==> src/rtl/cps_pkg.sv <==
// -----------------------------------------------------------------------------
// cps_pkg
// Shared definitions for the counts-per-second frame packer: FSM state
// encoding, frame length, sample entry layout and the checksum helper.
//
// Optional feature macro: CPS_FRAME_CSUM_EN
//   defined   -> 5-byte frame (HDR, SEQ, CHI, CLO, CSUM)
//   undefined -> 4-byte frame (HDR, SEQ, CHI, CLO)
// -----------------------------------------------------------------------------
package cps_pkg;

  localparam logic [7:0] HDR_BYTE_DEF = 8'hA5;
  localparam int         ENTRY_W      = 24;

`ifdef CPS_FRAME_CSUM_EN
  localparam int FRAME_LEN = 5;
`else
  localparam int FRAME_LEN = 4;
`endif

  // Byte states are numbered 1..FRAME_LEN in transmit order, so the state
  // value doubles as the 1-based byte index within the frame.
  typedef enum logic [2:0] {
    ST_IDLE = 3'd0,
    ST_HDR  = 3'd1,
    ST_SEQ  = 3'd2,
    ST_CHI  = 3'd3,
`ifdef CPS_FRAME_CSUM_EN
    ST_CLO  = 3'd4,
    ST_CSUM = 3'd5
`else
    ST_CLO  = 3'd4
`endif
  } state_e;

  // Final byte state of a frame; its handshake returns the FSM to idle.
  localparam state_e LAST_ST = state_e'(3'(FRAME_LEN));

  // One buffered sample: sequence tag in the top byte, window count below.
  typedef struct packed {
    logic [7:0]  seq;
    logic [15:0] cnt;
  } sample_t;

`ifdef CPS_FRAME_CSUM_EN
  // Header byte is deliberately excluded from the checksum.
  function automatic logic [7:0] frame_csum(input sample_t s);
    return s.seq ^ s.cnt[15:8] ^ s.cnt[7:0];
  endfunction
`endif

endpackage

==> src/rtl/cps_sample_fifo.sv <==
// -----------------------------------------------------------------------------
// cps_sample_fifo
// Synchronous first-word-fall-through FIFO for captured samples.
// A push while full is accepted only when a pop happens in the same cycle
// (the slot being vacated is reused); otherwise it is ignored.
//
// Ports:
//   clk      system clock
//   reset    asynchronous, active-high reset (empties the FIFO)
//   i_push   write i_din this cycle
//   i_din    entry to write
//   i_pop    retire the head entry this cycle
//   o_dout   head entry (valid while o_empty is low)
//   o_full   no free slot
//   o_empty  no stored entry
// -----------------------------------------------------------------------------
module cps_sample_fifo
  import cps_pkg::*;
#(
  parameter int DEPTH = 4,
  parameter int WIDTH = ENTRY_W
) (
  input  logic             clk,
  input  logic             reset,
  input  logic             i_push,
  input  logic [WIDTH-1:0] i_din,
  input  logic             i_pop,
  output logic [WIDTH-1:0] o_dout,
  output logic             o_full,
  output logic             o_empty
);

  localparam int PTR_W = (DEPTH > 1) ? $clog2(DEPTH) : 1;
  localparam int CNT_W = PTR_W + 1;

  logic [WIDTH-1:0] r_mem [DEPTH];
  logic [PTR_W-1:0] r_wr_ptr;
  logic [PTR_W-1:0] r_rd_ptr;
  logic [CNT_W-1:0] r_count;

  logic w_do_push;
  logic w_do_pop;

  assign o_full    = (r_count == CNT_W'(DEPTH));
  assign o_empty   = (r_count == '0);
  assign o_dout    = r_mem[r_rd_ptr];

  assign w_do_pop  = i_pop & ~o_empty;
  assign w_do_push = i_push & (~o_full | w_do_pop);

  // NOTE: storage array has no reset; the count/pointers define validity, and
  // leaving it unreset lets it map onto plain RAM or register files.
  always_ff @(posedge clk) begin
    if (w_do_push) begin
      r_mem[r_wr_ptr] <= i_din;
    end
  end

  // NOTE: all sequential state uses non-blocking assignment so every
  // register samples pre-edge values regardless of block ordering.
  always_ff @(posedge clk or posedge reset) begin
    if (reset) begin
      r_wr_ptr <= '0;
      r_rd_ptr <= '0;
      r_count  <= '0;
    end else begin
      if (w_do_push) begin
        r_wr_ptr <= r_wr_ptr + PTR_W'(1);
      end
      if (w_do_pop) begin
        r_rd_ptr <= r_rd_ptr + PTR_W'(1);
      end
      case ({w_do_push, w_do_pop})
        2'b10:   r_count <= r_count + CNT_W'(1);
        2'b01:   r_count <= r_count - CNT_W'(1);
        default: r_count <= r_count;
      endcase
    end
  end

endmodule

==> src/rtl/cps_frame_packer.sv <==
// -----------------------------------------------------------------------------
// cps_frame_packer
// Captures the 16-bit window count on each rising end-of-window strobe, tags
// it with an 8-bit wrapping sequence number, buffers it, and serialises each
// sample as a fixed byte frame on a valid/ready byte stream.
//
// Optional feature macro: CPS_FRAME_CSUM_EN (appends an XOR checksum byte).
//
// Ports:
//   clk       system clock
//   reset     asynchronous, active-high reset
//   cnt_i     window count (stable while win_i is high)
//   win_i     end-of-window strobe (level; rising edge captures)
//   tx_data   frame byte
//   tx_valid  tx_data valid
//   tx_ready  sink accepts byte this cycle
//   overflow  sticky: a sample was dropped
//   ovf_clr   clears overflow (a same-cycle drop takes priority)
//   busy      frame in flight or FIFO non-empty
// -----------------------------------------------------------------------------
module cps_frame_packer
  import cps_pkg::*;
#(
  parameter int         FIFO_DEPTH = 4,
  parameter logic [7:0] HDR_BYTE   = HDR_BYTE_DEF
) (
  input  logic        clk,
  input  logic        reset,
  input  logic [15:0] cnt_i,
  input  logic        win_i,
  output logic [7:0]  tx_data,
  output logic        tx_valid,
  input  logic        tx_ready,
  output logic        overflow,
  input  logic        ovf_clr,
  output logic        busy
);

  state_e     r_state;
  state_e     w_state_next;
  logic       r_win_q;
  logic [7:0] r_seq;
  logic       r_ovf;
  sample_t    r_frame;

  logic       w_capture;
  logic       w_push;
  logic       w_pop;
  logic       w_drop;
  logic       w_full;
  logic       w_empty;
  sample_t    w_sample_in;
  sample_t    w_fifo_dout;

  // ---------------------------------------------------------------------------
  // Capture and sequence tagging
  // ---------------------------------------------------------------------------
  // Rising-edge detect so a strobe held for several cycles captures once.
  assign w_capture   = win_i & ~r_win_q;
  assign w_sample_in = '{seq: r_seq, cnt: cnt_i};

  // The FSM pops only from idle; a pop frees a slot for a same-cycle push.
  assign w_pop  = (r_state == ST_IDLE) & ~w_empty;
  assign w_push = w_capture & (~w_full | w_pop);
  assign w_drop = w_capture & ~w_push;

  always_ff @(posedge clk or posedge reset) begin
    if (reset) begin
      r_win_q <= 1'b0;
      r_seq   <= '0;
      r_ovf   <= 1'b0;
    end else begin
      r_win_q <= win_i;
      // Dropped samples still consume a sequence number so the host sees the gap.
      if (w_capture) begin
        r_seq <= r_seq + 8'd1;
      end
      if (w_drop) begin
        r_ovf <= 1'b1;
      end else if (ovf_clr) begin
        r_ovf <= 1'b0;
      end
    end
  end

  assign overflow = r_ovf;

  cps_sample_fifo #(
    .DEPTH (FIFO_DEPTH),
    .WIDTH (ENTRY_W)
  ) u_fifo (
    .clk     (clk),
    .reset   (reset),
    .i_push  (w_push),
    .i_din   (w_sample_in),
    .i_pop   (w_pop),
    .o_dout  (w_fifo_dout),
    .o_full  (w_full),
    .o_empty (w_empty)
  );

  // ---------------------------------------------------------------------------
  // Frame serialiser
  // ---------------------------------------------------------------------------
  always_ff @(posedge clk or posedge reset) begin
    if (reset) begin
      r_state <= ST_IDLE;
      r_frame <= '0;
    end else begin
      r_state <= w_state_next;
      if (w_pop) begin
        r_frame <= w_fifo_dout;
      end
    end
  end

  // NOTE: every output of this block gets a default first, so no path can
  // leave one unassigned and infer a latch.
  always_comb begin
    w_state_next = r_state;
    tx_valid     = 1'b0;
    tx_data      = 8'h00;

    case (r_state)
      ST_IDLE: begin
        if (w_pop) begin
          w_state_next = ST_HDR;
        end
      end
      ST_HDR: begin
        tx_valid = 1'b1;
        tx_data  = HDR_BYTE;
      end
      ST_SEQ: begin
        tx_valid = 1'b1;
        tx_data  = r_frame.seq;
      end
      ST_CHI: begin
        tx_valid = 1'b1;
        tx_data  = r_frame.cnt[15:8];
      end
      ST_CLO: begin
        tx_valid = 1'b1;
        tx_data  = r_frame.cnt[7:0];
      end
`ifdef CPS_FRAME_CSUM_EN
      ST_CSUM: begin
        tx_valid = 1'b1;
        tx_data  = frame_csum(r_frame);
      end
`endif
      default: begin
        w_state_next = ST_IDLE;
      end
    endcase

    // Byte states advance only on handshake; the data above stays put until then.
    if (tx_valid && tx_ready) begin
      if (r_state == LAST_ST) begin
        w_state_next = ST_IDLE;
      end else begin
        w_state_next = state_e'(r_state + 3'd1);
      end
    end
  end

  assign busy = (r_state != ST_IDLE) | ~w_empty;

endmodule

==> config.mk <==
export PLATFORM = sky130hd
export DESIGN_NAME = cps_frame_packer
export DESIGN_NICKNAME = d
export VERILOG_FILES = /design/src/rtl/cps_pkg.sv /design/src/rtl/cps_sample_fifo.sv /design/src/rtl/cps_frame_packer.sv
export SDC_FILE = /design/constraint.sdc
export NUM_CORES = 1
export LEC_CHECK = 0
export BUFFER_PORTS_ARGS = -buffer_cell sky130_fd_sc_hd__buf_2
export CORE_ASPECT_RATIO = 0.6
export CORE_MARGIN = 3
export CORE_UTILIZATION = 38
export CTS_CLUSTER_DIAMETER = 50
export DETAILED_ROUTE_END_ITERATION = 8
export PLACE_DENSITY = 0.58
export SKIP_LAST_GASP = 1
export SYNTH_ARGS = -nofsm -noshare
export SYNTH_HDL_FRONTEND = slang
export SYNTH_SLANG_ARGS = --single-unit
==> constraint.sdc <==
create_clock -name clk -period 2.15 [get_ports clk]
set_input_delay 0.3225 -clock clk [delete_from_list [all_inputs] [get_ports clk]]
set_output_delay 0.3225 -clock clk [all_outputs]
set_load 0.02 [all_outputs]
# Word-level counts from Yosys, hierarchy flattened
# Memory sizes are Yosys's and may differ from the RTL's. A register that Yosys moved wholly into a read port is not among the register bits.
# Cells that the tools add are included.
# op_classes
mux	11
bitwise_logic	13
n_reduce_logical	8
addsub	6
n_eq_ne	9
# op_table
cell	n
8-bit one-hot mux with 4 select lines	1
3-bit one-hot mux with 2 select lines	2
3-bit two-way mux	3
8-bit by 1-bit adder with 8-bit output, second input constant	1
3-bit by 1-bit adder with 3-bit output, second input constant	2
1-bit AND	6
3-bit by 2-bit == test with 1-bit output, second input constant	2
3-bit == test, second input constant	2
3-bit logical NOT	2
1-bit two-way mux	5
2-bit by 1-bit adder with 2-bit output, second input constant	2
1-bit NOT	4
2-bit nonzero test	2
4-bit OR reduction	1
3-bit by 1-bit == test with 1-bit output, second input constant	1
3-bit by 1-bit inequality test with 1-bit output, second input constant	1
1-bit bitwise OR	3
3-bit nonzero test	1
3-bit by 1-bit subtractor with 3-bit output, second input constant	1
2-bit by 1-bit == test with 1-bit output, second input constant	1
2-bit == test, second input constant	1
2-bit by 1-bit inequality test with 1-bit output, second input constant	1
2-bit AND reduction	1
1-bit logical AND	1
# word_totals
n_memories	1
inputBits	21
ff_bits	20
ramBits	96
word_cells	55
# mem_list
name	depth	width	read_ports	rd_ports_with_merged_regs	wr	line	rtl
u_fifo.r_mem	4	24	1	1	1	cps_sample_fifo.sv:36	logic [WIDTH-1:0] r_mem [DEPTH];

# Logic depth before layout (Yosys ltp)
# Gate-level depths: netlist of the first run.
# logic_depth
depth_word	8
mapped_depth	11
mapped_depth_nobuf	11

# Hierarchy
# A second synthesis of the first run with hierarchy kept.
# hier_totals
hier_cells	327
hier_area_um2	5776.8
# modules_own_cells
mod	cells_per_inst	area_per_inst_um2	seq_area_each_um2	instances
cps_sample_fifo	180	3978.8	3057.9	1
cps_frame_packer	147	1798.0	925.9	1

# Least setup slack after synthesis of the first run
# Ideal clock, no wire load.
# synth_path
path_type	flip-flop to flip-flop
start	register r_state[0]
end	register u_fifo.r_count[2]
slack_ns	-0.211
n_path_buf	1
period_less_slack_ns	2.361
t_arrival_ns	2.282
stages_incl_launch_ff	12
setup_time_ns	0.079
cell_sequence	dfrtp_1 > inv_1 > ha_1 > nand2b_2 > nor2_4 > buf_6 > ha_1 > inv_1 > fa_1 > xor2_1 > nor2_1 > xor2_1
# synth_via
elab_chain_cells	7
elab_cells_between_ends	11
classes_between	2 x eq/ne; 1 x mux; 6 x bitwise; 2 x reduce/logical
# synth_rtl
item	line	rtl
start: declaration	cps_frame_packer.sv:39	state_e r_state;
start signal: assignment	cps_frame_packer.sv:110	r_state <= w_state_next;
3-bit logical NOT (*)	cps_frame_packer.sv:63	assign w_pop = (r_state == ST_IDLE) & ~w_empty;
1-bit AND (*)	cps_frame_packer.sv:63	
named net u_fifo.i_pop	cps_sample_fifo.sv:27	input logic i_pop,
1-bit bitwise OR / 1-bit AND (equally long branches)	cps_frame_packer.sv:64, cps_sample_fifo.sv:48	
1-bit AND / 1-bit bitwise OR (equally long branches)	cps_frame_packer.sv:64, cps_sample_fifo.sv:49	
1-bit AND	cps_sample_fifo.sv:49	assign w_do_push = i_push & (~o_full | w_do_pop);
2-bit by 1-bit == test with 1-bit output / 2-bit == test (equally long branches)	cps_sample_fifo.sv:73	case ({w_do_push, w_do_pop})
3-bit one-hot mux with 2 select lines / 2-bit nonzero test (equally long branches)	-	
end signal: assignment	cps_sample_fifo.sv:74	2'b10: r_count <= r_count + CNT_W'(1);
end signal: assignment	cps_sample_fifo.sv:75	2'b01: r_count <= r_count - CNT_W'(1);
end signal: assignment	cps_sample_fifo.sv:76	default: r_count <= r_count;
end: declaration	cps_sample_fifo.sv:39	logic [CNT_W-1:0] r_count;
# The timed path passes the listed nets; every way through them passes the cells marked *.
# A chain may end at the register's enable or synchronous reset.

# Worst setup path after layout of the first run
# layout_path
start	register r_state[1]
end	output port tx_data[3]
# layout_via
elab_chain_cells	2
elab_cells_between_ends	5
classes_between	4 x eq/ne; 1 x mux
# layout_rtl
item	line	rtl
3-bit == test, or another cell as far along	cps_frame_packer.sv:124	case (r_state)
8-bit one-hot mux with 4 select lines (*)	cps_frame_packer.sv:124	
end: declaration	cps_frame_packer.sv:31	output logic [7:0] tx_data,
# Every way passes the cells marked *; elsewhere a longest branch is shown, timed or not.

==> results by group, run 1 <==
Finish
  – Layout filler cell count: 1199
  – Final Core Density: 50.1%
  – Most common cell after layout, fill and taps aside: edfxtp_1
  – Most frequent cells in the layout: 96 x edfxtp_1, 42 x dfrtp_1, 23 x buf_2
  – Fin nets: 418
  – Layout area overhead: 27.1%
  – Share of cells above drive strength 1: 43.7%
  – Antenna Cells: 0

Route
  – Drt wl/cell: 20.3 um
  – DR vias/cell: 5.04
  – Iter 0 DRT Violations: 208
  – DR vias: 3002
  – Routed WL: 12100 um
  – DRC viols: 0
  – Post-route ant nets: 0
  – Detailed Routing Iterations Pass 1: 4

Synth
  – EDFF count, synth: 96
  – Post-synthesis cell area: 5800 um^2
  – Mapped Cells: 312
  – Synth area leaders: edfxtp_1 50%, dfrtp_1 19%, mux4_2 7.8%
  – Post-synth ARST share: 31.4%
  – Yosys warns: 0
  – Unique masters post-synth: 44
  – Yosys top cell by area: edfxtp_1
  – Share of the synthesized area in the top cell type: 49.7%
  – Syn Area/Cell: 18.6 um^2
  – Yosys reg bits: 140
  – Main synth FF type: edfxtp_1
  – Post-synthesis sequential area ratio: 68.7%
  – Syn_nets: 345

Die
  – Core Region: 14700 um^2
  – Row count: 34
  – DIE WIDTH: 165 um
  – Effective utilization at floorplan: 39.4%
  – Die area: 16800 um^2
  – Boundary Pins: 32
  – Die H: 102 um

Run status
  – Failing checks: setup timing
  – Run status: finished with violations

Setup path
  – Critical R2R Launch: r_state[1]
  – Crit. End Element: output pin
  – CP peak stage delay: 0.46 ns
  – CP Data Arrival Time: 2.09 ns
  – Cell Chain, Critical Path: inv_4, ha_4, or3_4, o21ai_4, buf_8, nor2_4, buf_6
  – WP buf/inv: 3
  – CP Max Fanout: 5
  – Critical path required time: 1.83 ns
  – Critical path launch point type: register
  – Crit Path Category: reg -> out
  – CP max stage cell: dfrtp_2
  – CP delay by family, top: flip-flops
  – CP startpoint: r_state[1]

Pwr
  – Leak Pwr: 2.77 nW
  – P per Cell Area: 1530 nW/um^2
  – Peak VDD IR: 0.000646 V

CTS
  – Clk slew on worst S/H paths: 0.06 ns
  – CTS max path bufs: 2
  – CTS root buffer: clkbuf_16
  – Sink Count: 140
  – CTS tree: built
  – CTS Buf Count: 17
  – CTS H-Tree Depth: 4
  – Worst skew pair latency: 0.42 ns

Timing
  – Fin Clk Skew: 0.0148 ns
  – Slew Limit Fails: 0
  – Setup total negative slack: -8.69 ns
  – Measured slew at the worst slew-check pin: 0.559 ns
  – Setup ws final: -0.265 ns
  – Endpoints failing hold: 0
  – Setup repair after global routing missed its margin: true
  – F_max: 0.414 GHz
  – Final min period: 2.41 ns
  – Slew margin rel.: 62.7%
  – Final Cycle Share: 112%
  – Setup violators final: 106
  – Fin Hold WS: 0.0618 ns

GRT
  – Largest net degree at the start of global routing: 26
  – Overflow after GRT: 0
  – First-pass GRT wire length: 18800 um
  – Tot GR Track Use: 15.6%
  – Antenna violations before repair: 0
  – Vias in the first global route: 3122

Place
  – Final GP Congestion: 0.834
  – DP HPWL: 7420 um
  – PortBufs: 31

Worst hold path
  – Hold Path Origin: win_i
  – Worst min path class: in -> reg

Job
  – Max_cap viols: 0
path summary, 6_finish.rpt:
path / slack, ns / endpoint / depth (start not counted)
setup / recovery: -0.26 / tx_data[3] / 7
hold / removal: 0.06 / r_win_q / 1
setup reg to reg: -0.08 / u_fifo.r_count[2] / 13
hold reg to reg: 0.52 / r_frame[7] / 1
max in group asynchronous: 1.12 / r_frame[1] / 4
min in group asynchronous: 0.51 / r_frame[10] / 3
registers in the layout (all words and copies together) (netlist names), 2 cells and up:
register,count
r_frame,24
r_seq,8
r_state,3
u_fifo.r_count,3
u_fifo.r_mem,96
u_fifo.r_rd_ptr,2
u_fifo.r_wr_ptr,2
synthesized netlist by cell type (4+ instances only):
library cell and count:
ha_1 11, xor2_1 7, edfxtp_1 96, a21oi_1 4
nand4_1 5, mux4_1 4, mux4_2 20, inv_1 12
mux2_2 7, buf_6 6, and2_1 5, a222oi_1 6
xnor2_1 6, mux2_4 18, nand2_1 9, nor2_1 10
nor2b_1 4, dfrtp_1 44
cell families after synthesis:
kind of cell / after synthesis / share of synthesized area (%)
XOR/XNOR: 13 / 1.96
AND/OR/NAND/NOR: 49 / 4.85
multiplexers: 50 / 15.8
buffers and inverters: 23 / 2.31
flip-flops: 140 / 68.7
AO/OA/AOI/OAI: 25 / 3.69
adder cells (fa/ha/maj): 12 / 2.72
layout make-up:
class / instances / area, um^2 / share of cell area, %
well taps: 198 / 248 / 3.36
flip-flops and latches: 140 / 3990 / 54.1
clock buffers: 19 / 433 / 5.87
repair buffers: 65 / 577 / 7.82
multi-input cells: 149 / 1870 / 25.3
clock inverters: 13 / 211 / 2.87
inverters: 12 / 50.0 / 0.679
what timing repair did:
item,4_1_cts,5_1_grt
endpoints found under the hold margin,22,0
gates resized for setup,34,28
setup endpoints to repair,9,11
setup buffers,6,9
pin swaps,4,4
hold buffers,1,0
stage by stage:
stage               total power [mW]  instances  instance area (um^2)  setup WS [ns]
floorplan                       6.56        312                  5840         0.0195
global placement                7.55        550                  6380       0.000132
global route                    11.9        596                  7370         -0.326
finish                          11.3        596                  7370         -0.265
detailed placement              7.60        550                  6380         0.0320
CTS                             11.1        587                  7200         -0.223
per-layer routing:
layer | track usage (%) | wire (um) | vias up
met4 | 4.79 | 50 | 0
met5 | 0 | 0 | -
met2 | 21.6 | 5200 | 63
met3 | 4.58 | 706 | 4
met1 | 23.7 | 6140 | 1563
li1 | - | - | 1372
power breakdown:
part           switching [mW]  internal [mW]
logic                    1.88           2.20
clock network            1.10           2.07
registers               0.489           3.57
total                    3.47           7.84
(Power assumes the default switching activity.)
==> inputs of run 2 (changes only) <==
Settings changed: BUFFER_PORTS_ARGS -buffer_cell sky130_fd_sc_hd__buf_2 to not set, CORE_MARGIN 3 to not set, DONT_BUFFER_PORTS set to 1, PLACE_DENSITY 0.58 to 0.56, SLEW_MARGIN set to 25.
==> results by group, run 2 (synthesis gave the netlist of run 1 again) <==
Run status
  – Run status: finished with violations
  – Failing checks: setup timing

Pwr
  – Leak Pwr: 2.67 nW
  – Clock network fraction of design power: 25.5%
  – Int Power: 7.17 mW
  – P per Cell Area: 1480 nW/um^2
  – Peak VDD IR: 0.000675 V
  – Gate power share: 37.0%
  – Net load switching power: 3.55 mW
  – Sequential share of power: 37.5%
  – Switch share: 33.1%

Die
  – Core Region: 14700 um^2
  – Effective utilization at floorplan: 39.5%
  – Die area: 15800 um^2
  – Row count: 34
  – Boundary Pins: 32
  – Die H: 97.7 um
  – DIE WIDTH: 161 um

Setup path
  – CP Max Fanout: 4
  – Crit path capture: tx_data[1]
  – Most used cell, CP: ha_4
  – CP max stage cell: a222oi_1
  – Crit Path Category: reg -> out
  – Critical Path Stages: 4
  – Critical R2R Launch: r_state[0]
  – Reg2Reg Depth: 8
  – R2r setup slk: 0.05 ns
  – Critical path launch point type: register
  – Cell Chain, Critical Path: ha_4, ha_4, a222oi_1, nor2_4
  – WP buf/inv: 0
  – CP Data Arrival Time: 2.03 ns
  – Crit. End Element: output pin
  – CP delay by family, top: compound AO/OA/AOI/OAI gates
  – CP startpoint: r_state[0]
  – Reg2reg end: r_state[1]
  – Critical path required time: 1.83 ns
  – CP peak stage delay: 0.65 ns

Finish
  – Fin nets: 406
  – Layout area overhead: 25.0%
  – Share of cells above drive strength 1: 37.8%
  – Max reg flops: 96
  – Antenna Cells: 0
  – Fin cells: 584
  – Layout filler cell count: 1206
  – Most common cell after layout, fill and taps aside: edfxtp_1
  – Top Registers: u_fifo.r_mem (96), r_frame (24), r_seq (8)
  – Most frequent cells in the layout: 96 x edfxtp_1, 42 x dfrtp_1, 20 x mux4_2, 20 x buf_4
  – Storage cell area: 3990 um^2
  – Biggest register: u_fifo.r_mem
  – Multi-input gate area: 1850 um^2

Place
  – PortBufs: 0
  – Dpl ws: 0.105 ns
  – DP HPWL: 7950 um
  – Placed insts: 525
  – Final GP Congestion: 0.861

Route
  – DR vias: 3003
  – Routed WL: 12000 um
  – DRC viols: 0
  – Detailed Routing Iterations Pass 1: 5
  – Metal2 WL: 5190 um
  – Top Metal Used: met4
  – Iter 0 DRT Violations: 252
  – DR vias/cell: 5.14
  – Post-route ant nets: 0
  – Metal-1 WL: 6180 um
  – Drt wl/cell: 20.6 um
  – Met3 Wirelength: 519 um

Timing
  – Fin Clk Skew: 0.00944 ns
  – Setup ws final: -0.207 ns
  – Slew Limit Fails: 0
  – Final Cycle Share: 110%
  – Fin Hold WS: 0.0379 ns
  – F_max: 0.424 GHz
  – Measured slew at the worst slew-check pin: 0.706 ns
  – Setup repair after global routing missed its margin: true
  – Setup violators final: 9
  – Final min period: 2.36 ns
  – Slew margin rel.: 52.9%
  – Endpoints failing hold: 0

CTS
  – CTS tree: built
  – CTS max path bufs: 2
  – CTS Buf Count: 17
  – Sink Count: 140
  – Worst skew pair latency: 0.42 ns
  – CTS H-Tree Depth: 4
  – CTS root buffer: clkbuf_16
  – Clk slew on worst S/H paths: 0.06 ns

GRT
  – Largest net degree at the start of global routing: 30
  – Tot GR Track Use: 17.0%
  – Antenna violations before repair: 0
  – First-pass GRT wire length: 19000 um
  – Vias in the first global route: 3107
  – Overflow after GRT: 0

Job
  – Max_cap viols: 0

Worst hold path
  – Worst min path class: in -> reg
==> run 2: what timing repair did <==
item,in CTS,in global routing
pin swaps,5,11
buffers inserted,4,5
setup endpoints to repair,9,12
hold buffers,18,0
hold endpoints to repair,92,0
gates resized for setup,24,18
==> run 2: per-layer routing <==
| metal | global-route usage (%) | up-vias |
|---|---|---|
| li1 | - | 1348 |
| met1 | 25.6 | 1569 |
| met2 | 23.9 | 72 |
| met3 | 4.91 | 14 |
| met4 | 4.28 | 0 |
| met5 | 0 | - |
==> run 2: power groups by stage <==
| stage | Combinational, mW | Sequential [mW] | Clock (mW) |
|---|---|---|---|
| 2_1_floorplan | 2.69 | 3.87 | 0 |
| 3_3_place_gp | 3.45 | 4.03 | 0 |
| 3_5_place_dp | 3.48 | 4.04 | 0 |
| 4_1_cts | 3.82 | 4.01 | 2.80 |
| 5_1_grt | 4.28 | 4.09 | 2.91 |
| 6_report | 3.96 | 4.03 | 2.74 |
==> run 2: cell type report <==
class                   count  share of cell area [%]
repair buffers             53                    7.73
flip-flops and latches    140                    55.0
clock inverters            15                    1.83
multi-input cells         149                    25.5
well taps                 198                    3.42
inverters                  12                   0.656
clock buffers              17                    5.87
==> run 2: metrics by stage <==
step | utilization (%) | TNS (ns) | total power, mW | cell area, um^2
6_report | 49.4 | -1.57 | 10.7 | 7250
3_5_place_dp | 42.7 | 0 | 7.53 | 6260
3_3_place_gp | 42.7 | 0 | 7.48 | 6260
2_1_floorplan | - | 0 | 6.56 | 5840
4_1_cts | 48.6 | -1.67 | 10.6 | 7130
5_1_grt | 49.4 | -2.39 | 11.3 | 7250
==> run 2: worst min-delay path by stage <==
stage,from,to,depth (start not counted)
final,ovf_clr,overflow,1
after floorplan,win_i,r_win_q,0
after global placement,reset,u_fifo.r_count[1],1
after global routing,ovf_clr,overflow,1
after detailed placement,reset,u_fifo.r_count[1],1
after CTS,ovf_clr,overflow,1
